--- src/rtl/sr_latch_sequencer.sv ---
// Round-robin sequencer that shares one SR latch between N requesters.
// Drives a fixed-width S or R pulse, an all-low gap, then checks the latch output.
module sr_latch_sequencer #(
  parameter int N       = 4,
  parameter int PULSE_W = 2,
  parameter int GAP_W   = 1,
  parameter int IDW     = $clog2(N)
) (
  input  logic           clk,
  input  logic           rst,
  input  logic [N-1:0]   req,
  input  logic [N-1:0]   req_op,
  output logic [N-1:0]   gnt,
  output logic [IDW-1:0] sel_id,
  output logic           S,
  output logic           R,
  input  logic           q_fb,
  output logic           busy,
  output logic           done,
  output logic           err
);

  // state    | meaning
  // IDLE     | waiting for a request; arbitration happens only here
  // DRIVE    | S or R held high for PULSE_W cycles
  // GAP      | S=R=0 for GAP_W cycles; q_fb sampled at the edge ending the last one
  // CHECK    | one cycle presenting done or err
  localparam logic [1:0] ST_IDLE  = 2'd0;
  localparam logic [1:0] ST_DRIVE = 2'd1;
  localparam logic [1:0] ST_GAP   = 2'd2;
  localparam logic [1:0] ST_CHECK = 2'd3;

  localparam int CNT_MAX = (PULSE_W > GAP_W) ? PULSE_W : GAP_W;
  localparam int CW      = $clog2(CNT_MAX) + 1;
  localparam logic [CW-1:0] PULSE_LD = CW'(PULSE_W - 1);
  localparam logic [CW-1:0] GAP_LD   = CW'(GAP_W - 1);

  logic [1:0]     state_q, state_d;
  logic [IDW-1:0] ptr_q, ptr_d;
  logic [CW-1:0]  cnt_q, cnt_d;
  logic           op_q, op_d;
  logic [N-1:0]   gnt_q, gnt_d;
  logic [IDW-1:0] sel_q, sel_d;
  logic           s_q, s_d;
  logic           r_q, r_d;
  logic           busy_q, busy_d;
  logic           done_q, done_d;
  logic           err_q, err_d;

  logic           arb_found;
  logic [IDW-1:0] arb_win;

  function automatic logic [IDW-1:0] rr_idx(input logic [IDW-1:0] base, input int k);
    int s;
    s = int'(base) + k;
    if (s >= N) s = s - N;
    return IDW'(s);
  endfunction

  // First requesting index at or after ptr, wrapping around.
  always_comb begin
    arb_found = 1'b0;
    arb_win   = '0;
    for (int k = 0; k < N; k++) begin
      if (!arb_found && req[rr_idx(ptr_q, k)]) begin
        arb_found = 1'b1;
        arb_win   = rr_idx(ptr_q, k);
      end
    end
  end

  always_comb begin
    state_d = state_q;
    ptr_d   = ptr_q;
    cnt_d   = cnt_q;
    op_d    = op_q;
    gnt_d   = '0;
    sel_d   = sel_q;
    s_d     = s_q;
    r_d     = r_q;
    done_d  = 1'b0;
    err_d   = 1'b0;

    case (state_q)
      ST_IDLE: begin
        if (arb_found) begin
          state_d        = ST_DRIVE;
          gnt_d[arb_win] = 1'b1;
          sel_d          = arb_win;
          op_d           = req_op[arb_win];
          s_d            = req_op[arb_win];
          r_d            = ~req_op[arb_win];
          ptr_d          = rr_idx(arb_win, 1);
          cnt_d          = PULSE_LD;
        end
      end
      ST_DRIVE: begin
        if (cnt_q == '0) begin
          state_d = ST_GAP;
          s_d     = 1'b0;
          r_d     = 1'b0;
          cnt_d   = GAP_LD;
        end else begin
          cnt_d = cnt_q - CW'(1);
        end
      end
      ST_GAP: begin
        if (cnt_q == '0) begin
          state_d = ST_CHECK;
          done_d  = (q_fb == op_q);
          err_d   = (q_fb != op_q);
        end else begin
          cnt_d = cnt_q - CW'(1);
        end
      end
      ST_CHECK: begin
        state_d = ST_IDLE;
      end
      default: begin
        state_d = ST_IDLE;
        s_d     = 1'b0;
        r_d     = 1'b0;
      end
    endcase

    busy_d = (state_d != ST_IDLE);
  end

  always_ff @(posedge clk) begin
    if (rst) begin
      state_q <= ST_IDLE;
      ptr_q   <= '0;
      cnt_q   <= '0;
      op_q    <= 1'b0;
      gnt_q   <= '0;
      sel_q   <= '0;
      s_q     <= 1'b0;
      r_q     <= 1'b0;
      busy_q  <= 1'b0;
      done_q  <= 1'b0;
      err_q   <= 1'b0;
    end else begin
      state_q <= state_d;
      ptr_q   <= ptr_d;
      cnt_q   <= cnt_d;
      op_q    <= op_d;
      gnt_q   <= gnt_d;
      sel_q   <= sel_d;
      s_q     <= s_d;
      r_q     <= r_d;
      busy_q  <= busy_d;
      done_q  <= done_d;
      err_q   <= err_d;
    end
  end

  assign gnt    = gnt_q;
  assign sel_id = sel_q;
  assign S      = s_q;
  assign R      = r_q;
  assign busy   = busy_q;
  assign done   = done_q;
  assign err    = err_q;

endmodule

--- config.mk ---
export PLATFORM = sky130hd
export DESIGN_NAME = sr_latch_sequencer
export DESIGN_NICKNAME = d
export VERILOG_FILES = /design/src/rtl/sr_latch_sequencer.sv
export SDC_FILE = /design/constraint.sdc
export NUM_CORES = 1
export LEC_CHECK = 0
export CORE_AREA = 5 5 54 56
export DETAILED_ROUTE_END_ITERATION = 10
export DIE_AREA = 0 0 59 61
export PLACE_DENSITY_LB_ADDON = 0.2
export SYNTH_ARGS = -nofsm -noshare
export SYNTH_HDL_FRONTEND = slang
export SYNTH_SLANG_ARGS = --single-unit
--- constraint.sdc ---
create_clock -name clk -period 3.37 [get_ports clk]
set_clock_uncertainty 0.1 [all_clocks]
set_input_delay 0.674 -clock clk [delete_from_list [all_inputs] [get_ports clk]]
set_output_delay 0.674 -clock clk [all_outputs]
set_load 0.01 [all_outputs]
**Yosys cells after proc, flatten, opt, wreduce, memory -nomap -nowiden**

Index checks and enable logic that the tools add are counted.
W data, S select, Z words.

- Register bits: 18
- Input bits: 11
- Output and inout bits: 11
- Logic and storage cells: 100

- $add $sub $neg: 10
- Order comparisons: 11
- Equality and inequality tests: 8
- Mux-type cells: 38
- Bitwise operators: 5
- Reductions and logical operators: 17

Operator list:

| kind | count |
|---|---|
| $mux W2 | 15 |
| $lt A2 B3 Y1 const B | 5 |
| $mux W1 | 13 |
| $ge A3 B3 Y1 const B | 4 |
| $sub A2 B1 Y2 const B | 6 |
| $bmux W1 S2 | 5 |
| $pmux W2 S4 | 1 |
| $add A2 B1 Y3 const B | 2 |
| $add A2 B2 Y3 const B | 2 |
| $ne A2 B2 Y1 const B | 3 |
| $pmux W2 S3 | 1 |
| $reduce_and A3 Y1 | 2 |
| $reduce_or A3 Y1 | 2 |
| $not A1 Y1 | 5 |
| $eq A2 B2 Y1 const B | 2 |
| $logic_and A1 B1 Y1 | 4 |
| $logic_not A2 Y1 | 2 |
| $pmux W1 S2 | 2 |
| $reduce_bool A2 Y1 | 2 |
| $ge A2 B3 Y1 const B | 1 |
| $logic_not A1 Y1 | 3 |
| $reduce_bool A3 Y1 | 1 |
| $demux W1 S2 | 1 |
| $eq A2 B1 Y1 const B | 1 |
| other kinds (4) | 4 |

**Depth between registers and ports, before layout**

- Word-level depth: 19
- Mapped depth: 7
- Mapped depth without buffers: 7

**Worst setup path before layout**

No wires, ideal clock.

- Path kind: in2reg
- Start point: input req[0]
- End point: register r_q (netlist: R)
- Setup time: 122 ps
- Arrival time: 1793 ps
- Path slack: 1355 ps
- Stages: 6
- Path through: nor4_4 > nand2b_1 > buf_6 > nor3_4 > and2_4 > a221o_1

- Word-level cells in the longest chain between the ends: 17
- Elaborated cells on any way between the ends: 29
- Those cells by class: eq/ne (1); mux (20); bitwise (1); reduce/logical (7)

Ends and longest elaborated chain:

| element | line | RTL |
|---|---|---|
| from (decl) | 11 | `input logic [N-1:0] req,` |
| $bmux W1 S2 | 65 | `if (!arb_found && req[rr_idx(ptr_q, k)]) begin` |
| $mux W1 (not written as such) | 65 |  |
| $mux W1 | 65 |  |
| $logic_not A1 Y1 | 65 |  |
| $logic_and A1 B1 Y1 | 65 |  |
| $mux W1 | 65 |  |
| $logic_not A1 Y1 | 65 |  |
| $logic_and A1 B1 Y1 | 65 |  |
| $mux W1 | 65 |  |
| $logic_not A1 Y1 | 65 |  |
| $logic_and A1 B1 Y1 | 65 |  |
| $mux W2 | 65 |  |
| $bmux W1 S2 | 92 | `r_d = ~req_op[arb_win];` |
| $mux W1 (not written as such) | 92 |  |
| $not A1 Y1 | 92 |  |
| $mux W1 | 86 | `if (arb_found) begin` |
| $pmux W1 S2 | 84 | `case (state_q)` |
| to (signal assigned) | 150 | `r_q <= r_d;` |
| to (decl) | 45 | `logic r_q, r_d;` |

Several ways; a longest one is shown, not always the timed one. The select of a mux whose other input is x is not followed.
A chain may end at the register's enable or synchronous reset.

**Worst setup path after layout**

Same ends and word-level chain as after synthesis.

==> results.json <==
{
  "end_kind": "flip-flop",
  "rows": 18,
  "grt_pass1_wl_um": 3636,
  "setup_violations": 0,
  "io_pins": 22,
  "place_ws_ns": 0.5183,
  "setup_slack_ns": 0.8145,
  "ys_seq_elements": 18,
  "max_freq_mhz": 391.3,
  "via_per_inst": 5.106,
  "yosys.area.top_type": "dfxtp_1",
  "critPathMaxStageDelay_ns": 0.51,
  "critical_path.cell_chain": "clkdlybuf4s50_1 > nor4_4 > nand2b_1 > nor3_4 > and2_4 > a221o_1",
  "antenna_found_initial": 0,
  "synthCells": 109,
  "die_x_um": 59,
  "gr-usage-all-layers": 0.1350,
  "final_cells": 161,
  "die_area_mm2": 0.003599,
  "clk_pin_slew_ns": 0.10,
  "synth-edff-count": 0,
  "p_leak_nw": 0.5190,
  "synth_cell_types": 31,
  "ant_nets": 0,
  "p_per_area_mw_per_mm2": 775.1,
  "min_delay_path_depth": 2,
  "ys_warn_count": 0,
  "hold_buffers": 0,
  "whs_ns": 0.3892,
  "drtIter0Drc": 43,
  "insertion_delay_ns": 0.29,
  "synth_area_mm2": 0.001012,
  "cts_tree": "done",
  "port-buffer-count": 21,
  "ys_top_cells_by_area": "dfxtp_1 (36%), ha_1 (15%), mux2i_1 (5.9%)",
  "cp_max_fo": 8,
  "grt_pass1_vias": 831,
  "ys_seq_area_frac": 0.3560,
  "start_util": 0.4240,
  "diodes": 0,
  "path_buf_inv": 1,
  "ir_worst_vdd_mv": 0.3484,
  "slew_headroom": 0.5992,
  "final_common_cell": "clkdlybuf4s50_1",
  "first_pass_iters": 6,
  "die_h_um": 61,
  "arrival_ns": 2.64,
  "core_mm2": 0.002387,
  "dp_hpwl_um": 1670,
  "cts_made_buffers": 3,
  "post_cts_buffers": 0,
  "drive_above_1_share": 0.07634,
  "outcome": "finished, final reports clean",
  "cts-resized-gates": 0,
  "crit_path_top_delay_cell": "clkdlybuf4s50_1",
  "ys_async_sr_fraction": 0,
  "start_kind": "input pin",
  "place_inst": 157,
  "vias": 822,
  "cts.sinks": 18,
  "synth_nets": 132,
  "yosys_most_used_dff": "dfxtp_1",
  "drt-total-wl_um": 2133,
  "area_growth_pct": 25.83,
  "syn_area_per_cell_um2": 9.286,
  "grt-ovfl-total": 0,
  "grt_max_degree": 15,
  "cts-root-buf": "clkbuf_4",
  "fin_crit_ns": 2.555,
  "rsz0062_at_grt": "no",
  "final_cell_mix": "clkdlybuf4s50_1 (21), dfxtp_1 (18), ha_1 (12)",
  "crit_required_ns": 3.46,
  "tns_ns": 0,
  "tightestPinTransition_ns": 0.6012,
  "drcViolationCount": 0,
  "crit_type": "in2reg",
  "r2r_cells": 6,
  "cts_buffer_depth": 2,
  "finalHoldViolCount": 0,
  "globalplace.congestion": 0.7835,
  "finalMaxSlewViolations": 0,
  "wl_per_cell_um": 13.25,
  "cpLargestDelayFamily": "simple AND/OR/NAND/NOR gates",
  "min_path_type": "reg2reg",
  "final_nets": 155,
  "htree_levels": 1,
  "cap_violations": 0,
  "synth_top_area_share": 0.3560,
  "period_share": 0.7583,
  "path_depth": 6
}
## final timing paths
kind | startpoint | to | slack, ns
max | req[0] | R | 0.81
min | S | S | 0.39
max reg2reg | ptr_q[1] | R | 1.39
min reg2reg | S | S | 0.39
## where the power goes
group | switching [mW] | internal, mW
clock | 0.0651 | 0.0657
combinational | 0.276 | 0.245
sequential | 0.0506 | 0.285
## cells by family (layout without fill, tap and decap cells)
kind of cell,after synthesis,in the layout,share of synthesized area
AND/OR/NAND/NOR,39,39,0.2324
XOR/XNOR,1,1,0.008654
AO/OA/AOI/OAI,21,21,0.1397
adder cells (fa/ha/maj),12,12,0.1483
multiplexers,6,6,0.05933
flip-flops,18,18,0.3560
buffers and inverters,12,34,0.05562
## per-stage QoR
stage	util	power (mW)	cell area (µm²)
detailed placement	0.5183	0.8623	1237
finish	0.5335	0.9872	1274
global placement	0.5183	0.8458	1237
global route	0.5335	1.077	1274
CTS	0.5335	1.001	1274
floorplan	-	0.7147	1012
## layer usage
metal / global-route usage / vias to the layer above / part of all wire / routed length, µm
met5: 0 / - / 0 / 0
met4: 0.07767 / 0 / 0.0075 / 16
met3: 0.03617 / 2 / 0.053 / 114
met2: 0.2256 / 17 / 0.49 / 1047
met1: 0.1557 / 388 / 0.45 / 955
li1: - / 415 / - / -
## flip-flops by register name (all words and copies together), names as in the netlist
signal / flops
R: 1
S: 1
busy: 1
cnt_q: 2
done: 1
err: 1
gnt: 4
op_q: 1
ptr_q: 2
sel_id: 2
state_q: 2
## worst min-delay path: stages, from the launching register on
cell and delay, ns:
dfxtp_1 0.34, nand2_1 0.05, o221ai_1 0.07
## synth_stat cells (2+ instances only)
cell type / count
dfxtp_1: 18
mux2i_1: 6
and2_1: 5
a211oi_1: 3
nor2_1: 10
nor3_4: 2
nand2b_1: 4
o21ai_0: 3
ha_1: 12
inv_1: 9
a221oi_1: 2
a21oi_1: 7
o221ai_1: 2
nand2_1: 9
## final cells by class
cell class / count / area, µm²
Clock buffer: 4 / 36.28
Fill cell: 236 / 1114
Tap cell: 30 / 37.54
Inverter: 9 / 33.78
Sequential cell: 18 / 360.3
Timing Repair Buffer: 21 / 210.2
Multi-Input combinational cell: 79 / 595.6
Note: power is estimated with default switching activity, not from simulation.
